File: src/rtl/exe_mdu_pkg.sv
// Shared op encodings, FSM states and op-decode helpers for the multiply/divide unit.
// Cycles with no MDU work are expressed by in_valid low.
package exe_mdu_pkg;

    typedef enum logic [2:0] {
        MDU_MULT  = 3'd0,
        MDU_MULTU = 3'd1,
        MDU_DIV   = 3'd2,
        MDU_DIVU  = 3'd3,
        MDU_MFHI  = 3'd4,
        MDU_MFLO  = 3'd5,
        MDU_MTHI  = 3'd6,
        MDU_MTLO  = 3'd7
    } mdu_op_e;

    typedef enum logic [1:0] {
        ST_IDLE = 2'd0,
        ST_BUSY = 2'd1,
        ST_DONE = 2'd2
    } mdu_state_e;

    function automatic logic op_is_muldiv(input logic [2:0] op);
        return (op[2] == 1'b0);
    endfunction

    function automatic logic op_is_div(input logic [2:0] op);
        return (op == MDU_DIV) || (op == MDU_DIVU);
    endfunction

    function automatic logic op_is_signed(input logic [2:0] op);
        return (op == MDU_MULT) || (op == MDU_DIV);
    endfunction

endpackage

File: src/rtl/exe_mdu_if.sv
// Execute-stage <-> multiply/divide unit bundle: issue handshake, operands, stall and HI/LO views.
interface exe_mdu_if #(
    parameter int XLEN = 32
);
    logic            in_valid;
    logic            in_ready;
    logic [2:0]      mdu_op;
    logic [XLEN-1:0] src_a;
    logic [XLEN-1:0] src_b;
    logic            flush;
    logic            stall_req;
    logic            done;
    logic [XLEN-1:0] result;
    logic [XLEN-1:0] hi;
    logic [XLEN-1:0] lo;

    modport master (
        output in_valid, mdu_op, src_a, src_b, flush,
        input  in_ready, stall_req, done, result, hi, lo
    );

    modport slave (
        input  in_valid, mdu_op, src_a, src_b, flush,
        output in_ready, stall_req, done, result, hi, lo
    );
endinterface

File: src/rtl/exe_mdu_step.sv
// One iteration of the iterative datapath: BITS_PER_CYCLE chained shift-add (multiply)
// or restoring shift-subtract (divide) steps on a 2*XLEN+1 bit accumulator.
module mdu_step #(
    parameter int XLEN           = 32,
    parameter int BITS_PER_CYCLE = 1
) (
    input  logic [2*XLEN:0]  i_acc,
    input  logic [XLEN-1:0]  i_opnd,
    input  logic             i_div,
    output logic [2*XLEN:0]  o_acc
);
    logic [2*XLEN:0] w_chain [0:BITS_PER_CYCLE];

    assign w_chain[0] = i_acc;

    generate
        for (genvar gi = 0; gi < BITS_PER_CYCLE; gi++) begin : g_bit
            logic [2*XLEN:0] w_cur;
            logic [XLEN:0]   w_sum;
            logic [2*XLEN:0] w_shl;
            logic [XLEN+1:0] w_diff;

            assign w_cur = w_chain[gi];
            // Multiply: multiplier sits in the low half and is consumed LSB first.
            assign w_sum  = w_cur[2*XLEN:XLEN] + (w_cur[0] ? {1'b0, i_opnd} : '0);
            // Divide: partial remainder in the upper half, quotient bits shift in at bit 0.
            assign w_shl  = {w_cur[2*XLEN-1:0], 1'b0};
            assign w_diff = {1'b0, w_shl[2*XLEN:XLEN]} - {2'b00, i_opnd};

            assign w_chain[gi+1] = i_div
                ? (w_diff[XLEN+1] ? w_shl : {w_diff[XLEN:0], w_shl[XLEN-1:1], 1'b1})
                : {1'b0, w_sum, w_cur[XLEN-1:1]};
        end
    endgenerate

    assign o_acc = w_chain[BITS_PER_CYCLE];
endmodule

File: src/rtl/exe_mdu.sv
// Iterative multiply/divide unit owning architectural HI/LO; stalls the pipeline while busy.
// Arithmetic runs on magnitudes; signs are applied when the result is committed.
module exe_mdu
    import exe_mdu_pkg::*;
#(
    parameter int XLEN           = 32,
    parameter int BITS_PER_CYCLE = 1,
    parameter int ZERO_DIV_FAST  = 1
) (
    input  logic     clk,
    input  logic     rst_n,
    exe_mdu_if.slave mdu
);
    localparam int ITERS = XLEN / BITS_PER_CYCLE;
    localparam int CW    = $clog2(ITERS + 1);
    localparam int AW    = 2 * XLEN + 1;

    mdu_state_e      r_state;
    mdu_state_e      w_state_next;
    logic [CW-1:0]   r_cnt;
    logic [AW-1:0]   r_acc;
    logic [XLEN-1:0] r_opnd;
    logic [XLEN-1:0] r_a_raw;
    logic [XLEN-1:0] r_hi;
    logic [XLEN-1:0] r_lo;
    logic            r_div;
    logic            r_neg_q;
    logic            r_neg_r;
    logic            r_divz;

    logic              w_in_ready;
    logic              w_accept;
    logic              w_muldiv;
    logic              w_div;
    logic              w_signed;
    logic              w_a_neg;
    logic              w_b_neg;
    logic              w_b_zero;
    logic              w_zero_fast;
    logic              w_last;
    logic [XLEN-1:0]   w_mag_a;
    logic [XLEN-1:0]   w_mag_b;
    logic [AW-1:0]     w_step_acc;
    logic [2*XLEN-1:0] w_prod;
    logic [XLEN-1:0]   w_quot;
    logic [XLEN-1:0]   w_rem;

    assign w_muldiv    = op_is_muldiv(mdu.mdu_op);
    assign w_div       = op_is_div(mdu.mdu_op);
    assign w_signed    = op_is_signed(mdu.mdu_op);
    assign w_accept    = mdu.in_valid & w_in_ready & ~mdu.flush;
    assign w_a_neg     = w_signed & mdu.src_a[XLEN-1];
    assign w_b_neg     = w_signed & mdu.src_b[XLEN-1];
    assign w_mag_a     = w_a_neg ? -mdu.src_a : mdu.src_a;
    assign w_mag_b     = w_b_neg ? -mdu.src_b : mdu.src_b;
    assign w_b_zero    = (mdu.src_b == '0);
    assign w_zero_fast = (ZERO_DIV_FAST != 0) && w_div && w_b_zero;
    assign w_last      = (r_cnt == CW'(1));

    always_ff @(posedge clk or negedge rst_n) begin
        if (!rst_n) r_state <= ST_IDLE;
        else        r_state <= w_state_next;
    end

    always_comb begin
        w_state_next = r_state;
        unique case (r_state)
            ST_IDLE, ST_DONE: begin
                w_state_next = ST_IDLE;
                if (w_accept && w_muldiv)
                    w_state_next = w_zero_fast ? ST_DONE : ST_BUSY;
            end
            ST_BUSY: begin
                if (mdu.flush)   w_state_next = ST_IDLE;
                else if (w_last) w_state_next = ST_DONE;
            end
            default: w_state_next = ST_IDLE;
        endcase
    end

    always_comb begin
        w_in_ready    = 1'b1;
        mdu.stall_req = 1'b0;
        mdu.done      = 1'b0;
        case (r_state)
            ST_BUSY: begin
                w_in_ready    = 1'b0;
                mdu.stall_req = 1'b1;
            end
            ST_DONE: mdu.done = 1'b1;
            default: ;
        endcase
    end

    mdu_step #(
        .XLEN           (XLEN),
        .BITS_PER_CYCLE (BITS_PER_CYCLE)
    ) u_step (
        .i_acc  (r_acc),
        .i_opnd (r_opnd),
        .i_div  (r_div),
        .o_acc  (w_step_acc)
    );

    // Operands are captured once at accept; the pipeline is free to change them afterwards.
    always_ff @(posedge clk or negedge rst_n) begin
        if (!rst_n) begin
            r_cnt   <= '0;
            r_acc   <= '0;
            r_opnd  <= '0;
            r_a_raw <= '0;
            r_div   <= 1'b0;
            r_neg_q <= 1'b0;
            r_neg_r <= 1'b0;
            r_divz  <= 1'b0;
        end else if (w_accept && w_muldiv) begin
            r_cnt   <= CW'(ITERS);
            r_div   <= w_div;
            r_neg_q <= w_a_neg ^ w_b_neg;
            r_neg_r <= w_a_neg;
            r_divz  <= w_div & w_b_zero;
            r_a_raw <= mdu.src_a;
            r_opnd  <= w_div ? w_mag_b : w_mag_a;
            r_acc   <= {{(XLEN+1){1'b0}}, (w_div ? w_mag_a : w_mag_b)};
        end else if (r_state == ST_BUSY) begin
            if (mdu.flush) begin
                r_cnt <= '0;
            end else begin
                r_acc <= w_step_acc;
                r_cnt <= r_cnt - CW'(1);
            end
        end
    end

    assign w_prod = r_neg_q ? -w_step_acc[2*XLEN-1:0]   : w_step_acc[2*XLEN-1:0];
    assign w_quot = r_neg_q ? -w_step_acc[XLEN-1:0]     : w_step_acc[XLEN-1:0];
    assign w_rem  = r_neg_r ? -w_step_acc[2*XLEN-1:XLEN] : w_step_acc[2*XLEN-1:XLEN];

    // HI/LO change only on MTxx accept, fast divide-by-zero, or the final iteration edge.
    always_ff @(posedge clk or negedge rst_n) begin
        if (!rst_n) begin
            r_hi <= '0;
            r_lo <= '0;
        end else if (w_accept) begin
            if (w_zero_fast) begin
                r_hi <= mdu.src_a;
                r_lo <= '1;
            end else if (mdu.mdu_op == MDU_MTHI) begin
                r_hi <= mdu.src_a;
            end else if (mdu.mdu_op == MDU_MTLO) begin
                r_lo <= mdu.src_a;
            end
        end else if ((r_state == ST_BUSY) && !mdu.flush && w_last) begin
            if (!r_div) begin
                {r_hi, r_lo} <= w_prod;
            end else if (r_divz) begin
                r_hi <= r_a_raw;
                r_lo <= '1;
            end else begin
                r_hi <= w_rem;
                r_lo <= w_quot;
            end
        end
    end

    assign mdu.in_ready = w_in_ready;
    assign mdu.hi       = r_hi;
    assign mdu.lo       = r_lo;
    assign mdu.result   = (mdu.mdu_op == MDU_MFHI) ? r_hi : r_lo;
endmodule
File: src/flat_wrapper.sv
// flat-port wrapper written by rule: the top's interface ports become plain ports
module exe_mdu_flat import exe_mdu_pkg::*;
#(
    parameter int XLEN           = 32,
    parameter int BITS_PER_CYCLE = 1,
    parameter int ZERO_DIV_FAST  = 1
)
  (clk, rst_n, mdu_in_valid, mdu_mdu_op, mdu_src_a, mdu_src_b, mdu_flush, mdu_in_ready, mdu_stall_req, mdu_done, mdu_result, mdu_hi, mdu_lo);
  exe_mdu_if #(.XLEN(XLEN)) mdu_i ();
  input  logic clk;
  input  logic rst_n;
  input wire logic [$bits(mdu_i.in_valid)-1:0] mdu_in_valid;
  input wire logic [$bits(mdu_i.mdu_op)-1:0] mdu_mdu_op;
  input wire logic [$bits(mdu_i.src_a)-1:0] mdu_src_a;
  input wire logic [$bits(mdu_i.src_b)-1:0] mdu_src_b;
  input wire logic [$bits(mdu_i.flush)-1:0] mdu_flush;
  output wire logic [$bits(mdu_i.in_ready)-1:0] mdu_in_ready;
  output wire logic [$bits(mdu_i.stall_req)-1:0] mdu_stall_req;
  output wire logic [$bits(mdu_i.done)-1:0] mdu_done;
  output wire logic [$bits(mdu_i.result)-1:0] mdu_result;
  output wire logic [$bits(mdu_i.hi)-1:0] mdu_hi;
  output wire logic [$bits(mdu_i.lo)-1:0] mdu_lo;
  assign mdu_i.in_valid = mdu_in_valid;
  assign mdu_i.mdu_op = mdu_mdu_op;
  assign mdu_i.src_a = mdu_src_a;
  assign mdu_i.src_b = mdu_src_b;
  assign mdu_i.flush = mdu_flush;
  assign mdu_in_ready = mdu_i.in_ready;
  assign mdu_stall_req = mdu_i.stall_req;
  assign mdu_done = mdu_i.done;
  assign mdu_result = mdu_i.result;
  assign mdu_hi = mdu_i.hi;
  assign mdu_lo = mdu_i.lo;
  exe_mdu #(.XLEN(XLEN), .BITS_PER_CYCLE(BITS_PER_CYCLE), .ZERO_DIV_FAST(ZERO_DIV_FAST)) u_core (.clk(clk), .rst_n(rst_n), .mdu(mdu_i));
endmodule
File: config.mk
export PLATFORM = sky130hd
export DESIGN_NAME = exe_mdu_flat
export DESIGN_NICKNAME = d
export VERILOG_FILES = /design/src/rtl/exe_mdu_pkg.sv /design/src/rtl/exe_mdu_if.sv /design/src/rtl/exe_mdu_step.sv /design/src/rtl/exe_mdu.sv /design/src/flat_wrapper.sv
export SDC_FILE = /design/constraint.sdc
export NUM_CORES = 1
export LEC_CHECK = 0
export CORE_MARGIN = 2
export CORE_UTILIZATION = 40
export CTS_BUF_LIST = sky130_fd_sc_hd__clkbuf_4
export DETAILED_ROUTE_END_ITERATION = 6
export GPL_ROUTABILITY_DRIVEN = 0
export SYNTH_ARGS = -nofsm -noshare
export SYNTH_HDL_FRONTEND = slang
export SYNTH_SLANG_ARGS = --single-unit
File: constraint.sdc
create_clock -name clk -period 6.2 [get_ports clk]
set_input_delay 1.24 -clock clk [delete_from_list [all_inputs] [get_ports clk]]
set_output_delay 1.24 -clock clk [all_outputs]
set_load 0.005 [all_outputs]
==> qor.yml <==
run_status:
  status: "complete, but fails checks"
  violations: "DRC"
worst_setup_path:
  crit_type: "reg2reg"
  path_cells: "ha_1 > a21o_1 > a211o_1 > a21oi_2 > a21boi_2 > a211o_1 > nand3_1 > inv_1 > ha_1 > o31ai_1 > nor4_1 > nand3_1 > or4_4 > mux2i_1 > a2111oi_0 > o211ai_2"
  crit_path_end_kind: "flop"
  cpPeakStageDelay_ns: 0.70
  path_max_fanout: 14
  path_buf_inv: 1
  cp_slowest_cell: "or4_4"
  cp.required_ns: 6.87
  critPathLaunchType: "flop"
  crit_arrival_ns: 6.62
  path_delay_family: "compound AO/OA/AOI/OAI gates"
die:
  die_y_um: 221
  io-pin-count: 170
  coreArea_um2: 46600
  placementRows: 79
  fp.dieW_um: 221
  start_util_pct: 40.6
  dieArea_um2: 49000
global_routing:
  grt_pass1_wl_um: 120000
  grt_usage_pct: 31.9
  grt_max_degree: 120
  grt_pass1_vias: 19400
  grt_overflow_total: 0
  antenna_found_initial: 6
synthesis:
  synthAdderAreaFrac_pct: 4.85
  yosysWarnings: 0
  seq_area_frac_synth_pct: 27.1
  synth_edf_count: 0
  synth_nets: 2658
  synthArstFlopShare_pct: 100
  ys_types: 98
  syn_inst: 2515
  synth-compound-area-share_pct: 26.4
  synth_top_family_by_area: "compound AO/OA/AOI/OAI gates"
  syn_area_per_cell_um2: 7.51
  synth-simple-area-share_pct: 23.3
  synthesis.area_um2: 18900
  synth_xor_xnor_area_share_pct: 8.53
  synth_ff_type: "dfrtp_1"
  synth_mux_area_share_pct: 4.71
  synth_seq_cells: 205
timing:
  fmax_mhz: 168
  rsz0062_at_grt: "false"
  period_share_pct: 95.9
  drv_slew: 0
  period_needed_ns: 5.94
  finalSetupViolations: 0
  finClkSkew_ns: 0.0452
  tightest_slew_ns: 1.20
  max_slew_margin_pct: 19.8
  finalHoldViolations: 0
  fin_setup_tns_ns: 0
clocking:
  cts.repair.resized: 0
  clockBufferDepth: 3
  clkSinkCount: 205
  cts_tree: "yes"
  cts_setup_buffers: 0
  worstSkewPairLatency_ns: 0.82
  root_buffer: "clkbuf_4"
  cts_buffers: 66
  cts_hold_buf: 0
  htree_levels: 3
  clk_pin_slew_ns: 0.08
power:
  leakage_uw: 0.00916
  power.total_uw: 11600
  peakVddDrop_mv: 0.261
  power_density_nw_per_um2: 532
layout:
  syn_to_final_growth_pct: 15.6
  final_common_cell: "nand2_1"
  fillCellCount: 4641
  drive_gt1_share_pct: 8.76
  layout.nets: 2765
  final_cell_mix: "nand2_1 (389), o21ai_0 (265), dfrtp_1 (204)"
route:
  first_pass_iters: 7
  wl_per_cell_um: 24.5
  dr.first_iter.drc_count: 2400
  totalWireLength_um: 80200
  drc: 2
  ant_nets: 0
  viasPerCell: 6.23
  vias: 20400
job:
  max_cap_violations: 0
worst_hold_path:
  hold_path_class: "in2async"
place:
  port_buffers: 169
  place_hpwl_um: 61000
[stage by stage]
stage | hold WS (ns) | util, % | setup slack [ns] | cells | area [um^2]
final | 0.461 | 46.9 | 0.256 | 3273 | 21800
after global placement | 0.458 | 45.2 | 0.549 | 3161 | 21000
after floorplan | 0.440 | - | 1.64 | 2515 | 18900
after CTS | 0.480 | 46.9 | 0.403 | 3268 | 21800
after global routing | 0.507 | 46.9 | 0.0504 | 3272 | 21800
after detailed placement | 0.464 | 45.2 | 0.407 | 3161 | 21000
[synth_stat cells, drive strengths merged (6+ instances only)]
master	n	area share [%]
nand2b	13	0.43
or4	8	0.36
o21ai	274	7.3
nor2b	10	0.33
dfrtp	205	27
nor4	17	0.63
a2111oi	6	0.28
a221o	7	0.37
a22oi	6	0.24
o22ai	39	1.3
or3	30	0.99
or2	10	0.33
nand2	391	7.8
ha	70	4.6
xor2	74	3.4
and3	18	0.60
and2	56	1.9
a31oi	31	1.2
o221ai	10	0.46
o21a	15	0.60
mux2	37	2.2
a211oi	19	0.78
o21bai	7	0.28
xnor2	110	5.1
clkbuf	125	2.5
and4	7	0.32
o41ai	11	0.59
o31ai	30	1.2
nor3b	7	0.30
mux2i	47	2.5
a221oi	7	0.32
inv	68	1.4
a21oi	196	5.3
a21o	36	1.4
nand4	27	0.96
nand3	76	2.0
buf	43	1.2
nor2	192	3.8
o211ai	58	2.3
nor3	52	1.5
[metal layers]
| layer | GRT usage, % | up-vias | wire length, um |
|---|---|---|---|
| li1 | - | 9285 | - |
| met1 | 41.0 | 9832 | 32700 |
| met2 | 49.8 | 1028 | 35900 |
| met3 | 7.21 | 245 | 6760 |
| met4 | 17.1 | 2 | 4780 |
| met5 | 0 | - | 13 |
[flip-flops by register name, indices dropped and copies added, names as in the netlist]
register        count
u_core.r_neg_q      1
u_core.r_neg_r      1
u_core.r_acc       65
u_core.mdu.hi      32
u_core.r_cnt        6
u_core.r_div        1
u_core.r_opnd      32
u_core.r_state      2
u_core.mdu.lo      32
u_core.r_a_raw     32
u_core.r_divz       1
[cell families after synthesis]
family / count (synthesis)
DFF: 205
xor gates and xnor gates: 184
AOI/OAI and AO/OA: 801
adders and majority gates: 72
and+or+nand+nor: 932
muxes: 84
buffers and inverters: 237
[area by class of cell]
class | count | area (um^2) | share of cell area (%)
sequential | 205 | 5130 | 23.5
clock buffer | 85 | 638 | 2.92
inverter | 69 | 259 | 1.19
timing repair buffer | 207 | 2000 | 9.18
antenna | 5 | 12.5 | 0.0573
multi-input combinational | 2073 | 12900 | 58.9
tap | 607 | 759 | 3.48
clock inverter | 22 | 174 | 0.796
[where the power goes]
part / switching, uW / internal (uW)
registers: 686 / 1820
logic: 4640 / 3030
clock network: 698 / 762
[final timing paths]
path                                     from            endpoint  slack (ns)  cells after the start
max in group asynchronous               rst_n        u_core.r_div        4.34                      2
min in group clk           u_core.r_a_raw[10]  u_core.r_a_raw[10]        0.48                      2
max reg2reg                  u_core.r_acc[61]   u_core.mdu.hi[30]        0.26                     16
min                                     rst_n    u_core.r_acc[55]        0.46                      1
min reg2reg                u_core.r_a_raw[10]  u_core.r_a_raw[10]        0.48                      2
max                          u_core.r_acc[61]   u_core.mdu.hi[30]        0.26                     16
[worst register-to-register path, delay by kind of cell (launching register included)]
| kind | cells | cell delay (ns) |
|---|---|---|
| AND/OR/NAND/NOR | 4 | 2.00 |
| adder cells (fa/ha/maj) | 2 | 0.60 |
| AO/OA/AOI/OAI | 8 | 2.33 |
| flip-flops | 1 | 0.45 |
| buffers and inverters | 1 | 0.31 |
| multiplexers | 1 | 0.14 |
Power figures use the tool's default switching activity.
